**src/rtl/arith_unit_seq.sv**
```systemverilog
// arith_unit_seq
// Slice-serial adder: D = X + Ysel + cin, where Ysel is chosen per bit from
// Y, ~Y, all-zeros or all-ones. The WIDTH-bit operation runs SLICE bits per
// clock through a SLICE-bit ripple adder, so it takes N = WIDTH/SLICE BUSY
// cycles. Valid/ready handshakes are used on both sides. The unit also
// reports carry, signed overflow, zero and negative flags.
//
// Ports:
//   clk, rst         clock (rising edge) and async active-high reset
//   in_valid         operand request valid
//   in_ready         unit can accept an operation (IDLE)
//   x, y             WIDTH-bit operands
//   cin, sel         carry-in; Y-select (00=Y, 01=~Y, 10=zeros, 11=ones)
//   out_valid        result valid (DONE)
//   out_ready        consumer accepts the result
//   d                WIDTH-bit result
//   cout, ovf        carry out of the MSB; signed overflow
//   zero, neg        d == 0; d[WIDTH-1]
//
// state | meaning
// IDLE  | waiting for in_valid; operands captured at the accept edge
// BUSY  | one slice per edge, LSB slice first; running carry between slices
// DONE  | result and flags held until out_ready
module arith_unit_seq #(
  parameter int WIDTH = 16,
  parameter int SLICE = 4
) (
  input  logic             clk,
  input  logic             rst,
  input  logic             in_valid,
  output logic             in_ready,
  input  logic [WIDTH-1:0] x,
  input  logic [WIDTH-1:0] y,
  input  logic             cin,
  input  logic [1:0]       sel,
  output logic             out_valid,
  input  logic             out_ready,
  output logic [WIDTH-1:0] d,
  output logic             cout,
  output logic             ovf,
  output logic             zero,
  output logic             neg
);

  localparam int N  = WIDTH / SLICE;
  localparam int CW = (N > 1) ? $clog2(N) : 1;

  typedef enum logic [1:0] {IDLE, BUSY, DONE} state_t;

  state_t           state;
  state_t           state_next;
  logic [WIDTH-1:0] x_r;
  logic [WIDTH-1:0] y_r;
  logic [1:0]       sel_r;
  logic             carry;
  logic [CW-1:0]    cnt;

  logic [WIDTH-1:0] ysel;
  logic [SLICE-1:0] xs;
  logic [SLICE-1:0] ys;
  logic [SLICE:0]   ssum;
  logic [WIDTH-1:0] d_next;
  logic             last;
  logic             c_msb;

  // Ysel comes from the captured y and sel, so the operand inputs are free to
  // change once the operation has been accepted.
  always_comb begin
    ysel = y_r;
    case (sel_r)
      2'b00: ysel = y_r;
      2'b01: ysel = ~y_r;
      2'b10: ysel = '0;
      2'b11: ysel = '1;
      default: ysel = y_r;
    endcase
  end

  // Slice select. A mux over constant part-selects keeps every index static.
  always_comb begin
    xs = '0;
    ys = '0;
    for (int i = 0; i < N; i++) begin
      if (cnt == CW'(i)) begin
        xs = x_r[i*SLICE +: SLICE];
        ys = ysel[i*SLICE +: SLICE];
      end
    end
  end

  // The only carry path is SLICE bits deep, plus one registered carry.
  assign ssum = {1'b0, xs} + {1'b0, ys} + {{SLICE{1'b0}}, carry};

  always_comb begin
    d_next = d;
    for (int i = 0; i < N; i++) begin
      if (cnt == CW'(i)) d_next[i*SLICE +: SLICE] = ssum[SLICE-1:0];
    end
  end

  assign last = (cnt == CW'(N - 1));

  // The carry into the slice MSB is recovered from sum ^ a ^ b at that bit.
  // This also holds when SLICE == 1.
  assign c_msb = ssum[SLICE-1] ^ xs[SLICE-1] ^ ys[SLICE-1];

  always_ff @(posedge clk or posedge rst) begin
    if (rst) state <= IDLE;
    else     state <= state_next;
  end

  always_comb begin
    state_next = state;
    in_ready   = 1'b0;
    out_valid  = 1'b0;
    case (state)
      IDLE: begin
        in_ready = 1'b1;
        if (in_valid) state_next = BUSY;
      end
      BUSY: begin
        if (last) state_next = DONE;
      end
      DONE: begin
        out_valid = 1'b1;
        if (out_ready) state_next = IDLE;
      end
      default: state_next = IDLE;
    endcase
  end

  always_ff @(posedge clk or posedge rst) begin
    if (rst) begin
      x_r   <= '0;
      y_r   <= '0;
      sel_r <= 2'b00;
      carry <= 1'b0;
      cnt   <= '0;
      d     <= '0;
      cout  <= 1'b0;
      ovf   <= 1'b0;
      zero  <= 1'b0;
      neg   <= 1'b0;
    end else begin
      case (state)
        IDLE: begin
          if (in_valid) begin
            x_r   <= x;
            y_r   <= y;
            sel_r <= sel;
            carry <= cin;
            cnt   <= '0;
          end
        end
        BUSY: begin
          d     <= d_next;
          carry <= ssum[SLICE];
          if (last) begin
            cnt  <= '0;
            cout <= ssum[SLICE];
            ovf  <= c_msb ^ ssum[SLICE];
            zero <= (d_next == '0);
            neg  <= d_next[WIDTH-1];
          end else begin
            cnt <= cnt + CW'(1);
          end
        end
        default: ;
      endcase
    end
  end

endmodule

```
**config.mk**
```make
export PLATFORM = sky130hd
export DESIGN_NAME = arith_unit_seq
export DESIGN_NICKNAME = d
export VERILOG_FILES = /design/src/rtl/arith_unit_seq.sv
export SDC_FILE = /design/constraint.sdc
export NUM_CORES = 1
export LEC_CHECK = 0
export CAP_MARGIN = 20
export CORE_MARGIN = 4
export CORE_UTILIZATION = 48
export CTS_BUF_LIST = sky130_fd_sc_hd__clkbuf_2 sky130_fd_sc_hd__clkbuf_4 sky130_fd_sc_hd__clkbuf_8
export DETAILED_ROUTE_END_ITERATION = 10
export GPL_TIMING_DRIVEN = 1
export PLACE_DENSITY = 0.8
export SLEW_MARGIN = 20
export SYNTH_ARGS = -nofsm -noshare
export SYNTH_HDL_FRONTEND = slang
export SYNTH_SLANG_ARGS = --single-unit
```
**constraint.sdc**
```tcl
create_clock -name clk -period 3.8 [get_ports clk]
set_clock_uncertainty 0.05 [all_clocks]
set_input_delay 0.95 -clock clk [delete_from_list [all_inputs] [get_ports clk]]
set_output_delay 0.95 -clock clk [all_outputs]
set_load 0.05 [all_outputs]
```
After elaboration in Yosys (flattened, before gate mapping)
Cells that the tools add are included.

word-level totals
  memories = 0
  bits in registers = 59
  output and inout port bits = 22
  latch bits = 0
  RAM bits = 0
  input bits = 39
  logic and storage cells = 62
  memory bits (read-only) = 0

cells by class
  muxes and demuxes = 24
  $lt $le $gt $ge = 0
  reductions and logical operators = 9
  div/mod/pow operators = 0
  equal/unequal tests = 11
  shift-type cells = 0
  add/sub/neg operators = 3
  multipliers = 0
  bitwise operators = 4

operators with widths
  cell                 number
  $pmux 16 s4          1
  $mux 4               12
  $logic_not 16->1     1
  $not 16->16          1
  $eq 2x2->1 const B   5
  $mux 2               5
  $eq 2x1->1 const B   3
  $logic_not 2->1      3
  $ne 2x2->1 const B   3
  $pmux 2 s3           1
  $reduce_and 2->1     3
  $add 4x4->5          1
  $add 5x1->5          1
  $pmux 2 s2           1
  $mux 1               3
  $reduce_and 3->1     1
  $xor 1x1->1          3
  $add 2x1->2 const B  1
  $pmux 1 s2           1
  $reduce_bool 2->1    1

Logic depth before layout (Yosys ltp)
Gate-level depths: netlist (run 1).

  depth in word-level cells = 11
  depth in mapped cells = 17
  gate-level depth less buffers = 15

Worst setup path after synthesis (run 1)
Ideal clock, no wire load.

  path kind = reg2reg
  from = reg cnt[1]
  to = reg ovf
  arrival time = 3.353 ns
  path slack = 0.272 ns
  cell stages (with the launch flop) = 17
  clock period less this slack = 3.528 ns
  cells stage by stage = dfrtp_1 > inv_1 > ha_1 > buf_1 > clkbuf_1 > a21oi_1 > o221ai_1 > o21ai_0 > o21ai_0 > fa_1 > fa_1 > inv_1 > a21o_2 > a21oi_1 > xor3_1 > xnor2_1 > o21ai_1

between the ends
  cells in the longest elaborated chain, start to end = 10
  elaborated cells between the ends (all ways) = 18
  those cells by class = add/sub (2); eq/ne (3); mux (8); bitwise (3); reduce/logical (2)

RTL lines
  element                    line  RTL
  start: declaration         56    logic [CW-1:0] cnt;
  start signal: assignment   165   cnt <= cnt + CW'(1);
  $logic_not 2->1            84    if (cnt == CW'(i)) begin
  $mux 4 (4 in series)       84
  $add 4x4->5                92    assign ssum = {1'b0, xs} + {1'b0, ys} + {{SLICE{1'b0}}, carry};
  $add 5x1->5                92
  $xor 1x1->1 (2 in series)  105   assign c_msb = ssum[SLICE-1] ^ xs[SLICE-1] ^ ys[SLICE-1];
  $xor 1x1->1                161   ovf <= c_msb ^ ssum[SLICE];
  end signal: assignment     161
  end: declaration           40    output logic ovf,

Parallel ways exist; a longest one is shown, timed or not.
A chain may end at the register's enable or synchronous reset.

Worst setup path after layout (run 1)
  from = reg cnt[0]
  to = reg ovf

The elaborated chain is that of the path after synthesis.

==> results of run 1 <==
[registers in the layout, indices dropped and copies added, names as in the netlist]
signal and cells:
neg 1, carry 1, cout 1, d 16, cnt 2, x_r 16
zero 1, ovf 1, state 2, sel_r 2, y_r 16
[layer usage]
metal	vias to the layer above	global-route usage
met3	8	0.0589
met5	-	0
met2	60	0.300
li1	1112	-
met4	0	0.0595
met1	1086	0.241
[area by class of cell]
class,count,area [um2]
fillers,472,2050
flip-flops and latches,59,1480
multi-input cells,200,1390
repair buffers,68,661
clock buffers,9,124
clock inverters,7,116
well taps,75,93.8
inverters,12,45.0
[critical path, stage by stage, from the launching register on]
cell,delay [ps]
sky130_fd_sc_hd__dfrtp_1,430
sky130_fd_sc_hd__inv_1,100
sky130_fd_sc_hd__ha_1,300
sky130_fd_sc_hd__buf_4,200
sky130_fd_sc_hd__nand2_1,50
sky130_fd_sc_hd__nor2_1,80
sky130_fd_sc_hd__a21oi_1,40
sky130_fd_sc_hd__o21ai_0,140
sky130_fd_sc_hd__mux2i_1,130
sky130_fd_sc_hd__fa_1,520
sky130_fd_sc_hd__fa_1,440
sky130_fd_sc_hd__inv_1,70
sky130_fd_sc_hd__a21o_2,120
sky130_fd_sc_hd__a21oi_1,100
sky130_fd_sc_hd__xor3_1,400
sky130_fd_sc_hd__xnor2_1,140
sky130_fd_sc_hd__o21ai_1,80
[through the flow]
step,hold slack (ps),utilization,instance area (um2)
after global placement,412,0.614,3660
final,441,0.655,3900
after CTS,447,0.655,3900
after global routing,483,0.655,3900
after floorplan,423,-,2970
after detailed placement,432,0.614,3660
[cell usage in the layout, fill, tap and decap left out, types with 7 or more instances in the layout]
cell type	netlist	layout
sky130_fd_sc_hd__clkdlybuf4s50_1	0	60
sky130_fd_sc_hd__dfrtp_1	59	59
sky130_fd_sc_hd__nand2_1	45	45
sky130_fd_sc_hd__o21ai_0	30	30
sky130_fd_sc_hd__mux2_2	29	29
sky130_fd_sc_hd__a21oi_1	14	14
sky130_fd_sc_hd__nor2_1	11	11
sky130_fd_sc_hd__inv_1	12	11
sky130_fd_sc_hd__clkbuf_8	0	9
sky130_fd_sc_hd__xnor2_1	8	8
sky130_fd_sc_hd__buf_4	0	8
sky130_fd_sc_hd__nand2b_1	7	7
[final timing paths]
kind / slack (ps) / start / endpoint
worst max-delay path: 300 / cnt[0]$_DFFE_PP0P_ / ovf$_DFFE_PP0P_
worst min-delay path: 440 / d[14]$_DFFE_PP0P_ / d[14]$_DFFE_PP0P_
worst max register to register: 300 / cnt[0]$_DFFE_PP0P_ / ovf$_DFFE_PP0P_
worst min register to register: 440 / d[14]$_DFFE_PP0P_ / d[14]$_DFFE_PP0P_
max in group asynchronous: 2380 / rst / y_r[2]$_DFFE_PP0P_
min in group asynchronous: 750 / rst / ovf$_DFFE_PP0P_
[logic make-up (layout without fill, tap and decap cells)]
group	count (synthesis)	in the layout	synth area share
simple gates	77	77	0.117
compound gates	70	70	0.142
flops	59	59	0.497
mux	33	33	0.123
buf+inv	29	96	0.0375
xor+xnor	11	11	0.0400
fa+ha+maj	9	9	0.0429
==> impl_metrics.env, run 1 <==
export IMPL_outcome="complete, no violations"
export IMPL_setup_tns_ps=0
export IMPL_finalCriticalPeriod_ps=3500
export IMPL_final_routed_drc_violation_total=0
export IMPL_drv_cap=0
export IMPL_yosys_cell_count_top_type="sky130_fd_sc_hd__dfrtp_1"
export IMPL_route_layer_met1_wl_um=2900
export IMPL_post_synth_inst_count=288
export IMPL_antenna_found_initial=0
export IMPL_cts_setup_buffers=0
export IMPL_r2r_cells=16
export IMPL_holdPathStages=2
export IMPL_post_synth_instance_area_um2=2970
export IMPL_clkSinkCount=59
export IMPL_crit_path_class="flop to flop"
export IMPL_io_buffer_count=60
export IMPL_syn_mean_instance_area_um2=10.3
export IMPL_max_clock_path_buffers=2
export IMPL_synth_top_area_frac=0.497
export IMPL_met3_length_um=349
export IMPL_slew_limit_fails=0
export IMPL_gr_usage_all_layers=0.187
export IMPL_setup_violations=0
export IMPL_via_count=2266
export IMPL_final_nets=398
export IMPL_flow_area_growth_from_synthesis_pct=31.3
export IMPL_numPlacedInstances=414
export IMPL_post_route_cells_drive_above_1_share=0.169
export IMPL_synth_cell_types=40
export IMPL_floorplan_initialDensity=0.499
export IMPL_routedWlPerCell_um=14.8
export IMPL_core_footprint_um2=5960
export IMPL_synth_edf_count=0
export IMPL_post_cts_clock_slew_at_the_launch_and_capture_registers_of_the_worst_setup_and_hold_paths_ps=70
export IMPL_timing_final_crit_share=0.921
export IMPL_clock_latency_ps=350
export IMPL_maxClockFrequency_mhz=286
export IMPL_postSynth_asyncResetShare=1.00
export IMPL_worstSetupEndpointType="flop"
export IMPL_die_area_um2=7510
export IMPL_hpwl_um=4720
export IMPL_grt_setup_unrepaired="no"
export IMPL_overflow=0
export IMPL_fp_dieH_um=86.7
export IMPL_post_drt_via_cell_ratio=5.27
export IMPL_holdCritPathClass="flop to flop"
export IMPL_ys_top_cells_by_count="sky130_fd_sc_hd__dfrtp_1, sky130_fd_sc_hd__nand2_1, sky130_fd_sc_hd__o21ai_0"
export IMPL_start_kind="flop"
export IMPL_cts_repair_resize_count=0
export IMPL_postRouteAntennaNets=0
export IMPL_grt_max_degree=44
export IMPL_ctsHtreeMaxLevel=3
export IMPL_grt_pass1_wl_um=10700
export IMPL_detailedPlace_worstSlack_ps=227
export IMPL_cp_required_ps=3970
export IMPL_highest_signal_layer="met4"
export IMPL_via_count_of_the_first_global_routing_pass=2250
export IMPL_cts_made_buffers=9
export IMPL_synthTopCellsByArea="sky130_fd_sc_hd__dfrtp_1, sky130_fd_sc_hd__mux2_2, sky130_fd_sc_hd__nand2_1"
export IMPL_die_w_um=86.7
export IMPL_cts_hold_buf=0
export IMPL_io_pins=61
export IMPL_wl_met2_um=3020
export IMPL_arrival_ps=3670
export IMPL_row_count=28
export IMPL_synth_yosys_warnings=0
export IMPL_postSynth_topFlopCell="sky130_fd_sc_hd__dfrtp_1"
export IMPL_place_congestion=0.866
export IMPL_netlist_top_cell_by_area="sky130_fd_sc_hd__dfrtp_1"
export IMPL_sequential_cell_area_fraction_in_the_yosys_report=0.497
export IMPL_cts_tree="built"
export IMPL_max_slew_worst_pin_slew_ps=711
export IMPL_dr_pass1_iters=4
export IMPL_crit_path_max_fanout=6
export IMPL_ys_ff_latch=59
export IMPL_timing_final_ws_setup_ps=302
export IMPL_detailedRoute_firstIterationViolations=90
export IMPL_cts_root_buf="sky130_fd_sc_hd__clkbuf_8"
export IMPL_syn_num_nets=336
export IMPL_routed_wire_length_um=6350
export IMPL_layoutNonFillerInstCount=430
export IMPL_timing_hold_violations_final=0
export IMPL_slew_limit_headroom=0.526
export IMPL_num_antenna_cells=0
Power of run 1 is left out: the tool's default activity adds up to more than one toggle a clock period on the data nets, which glitch-free logic cannot reach.
==> run 2, diff against run 1 <==
--- a/config.mk
+++ b/config.mk
@@ -5,7 +5,7 @@
 export SDC_FILE = /design/constraint.sdc
 export NUM_CORES = 1
 export LEC_CHECK = 0
-export CAP_MARGIN = 20
+export CAP_MARGIN = 10
 export CORE_MARGIN = 4
 export CORE_UTILIZATION = 48
 export CTS_BUF_LIST = sky130_fd_sc_hd__clkbuf_2 sky130_fd_sc_hd__clkbuf_4 sky130_fd_sc_hd__clkbuf_8
==> results of run 2 <==
No change in the layout: final DEF, timing and power equal those of run 1.
Power of run 2 is left out for the same reason.
==> run 3, diff against run 2 <==
--- a/config.mk
+++ b/config.mk
@@ -12,7 +12,6 @@
 export DETAILED_ROUTE_END_ITERATION = 10
 export GPL_TIMING_DRIVEN = 1
 export PLACE_DENSITY = 0.8
-export SLEW_MARGIN = 20
 export SYNTH_ARGS = -nofsm -noshare
 export SYNTH_HDL_FRONTEND = slang
 export SYNTH_SLANG_ARGS = --single-unit
==> results of run 3 <==
No change in the layout: final DEF, timing and power equal those of run 1.
Power of run 3 is left out for the same reason.
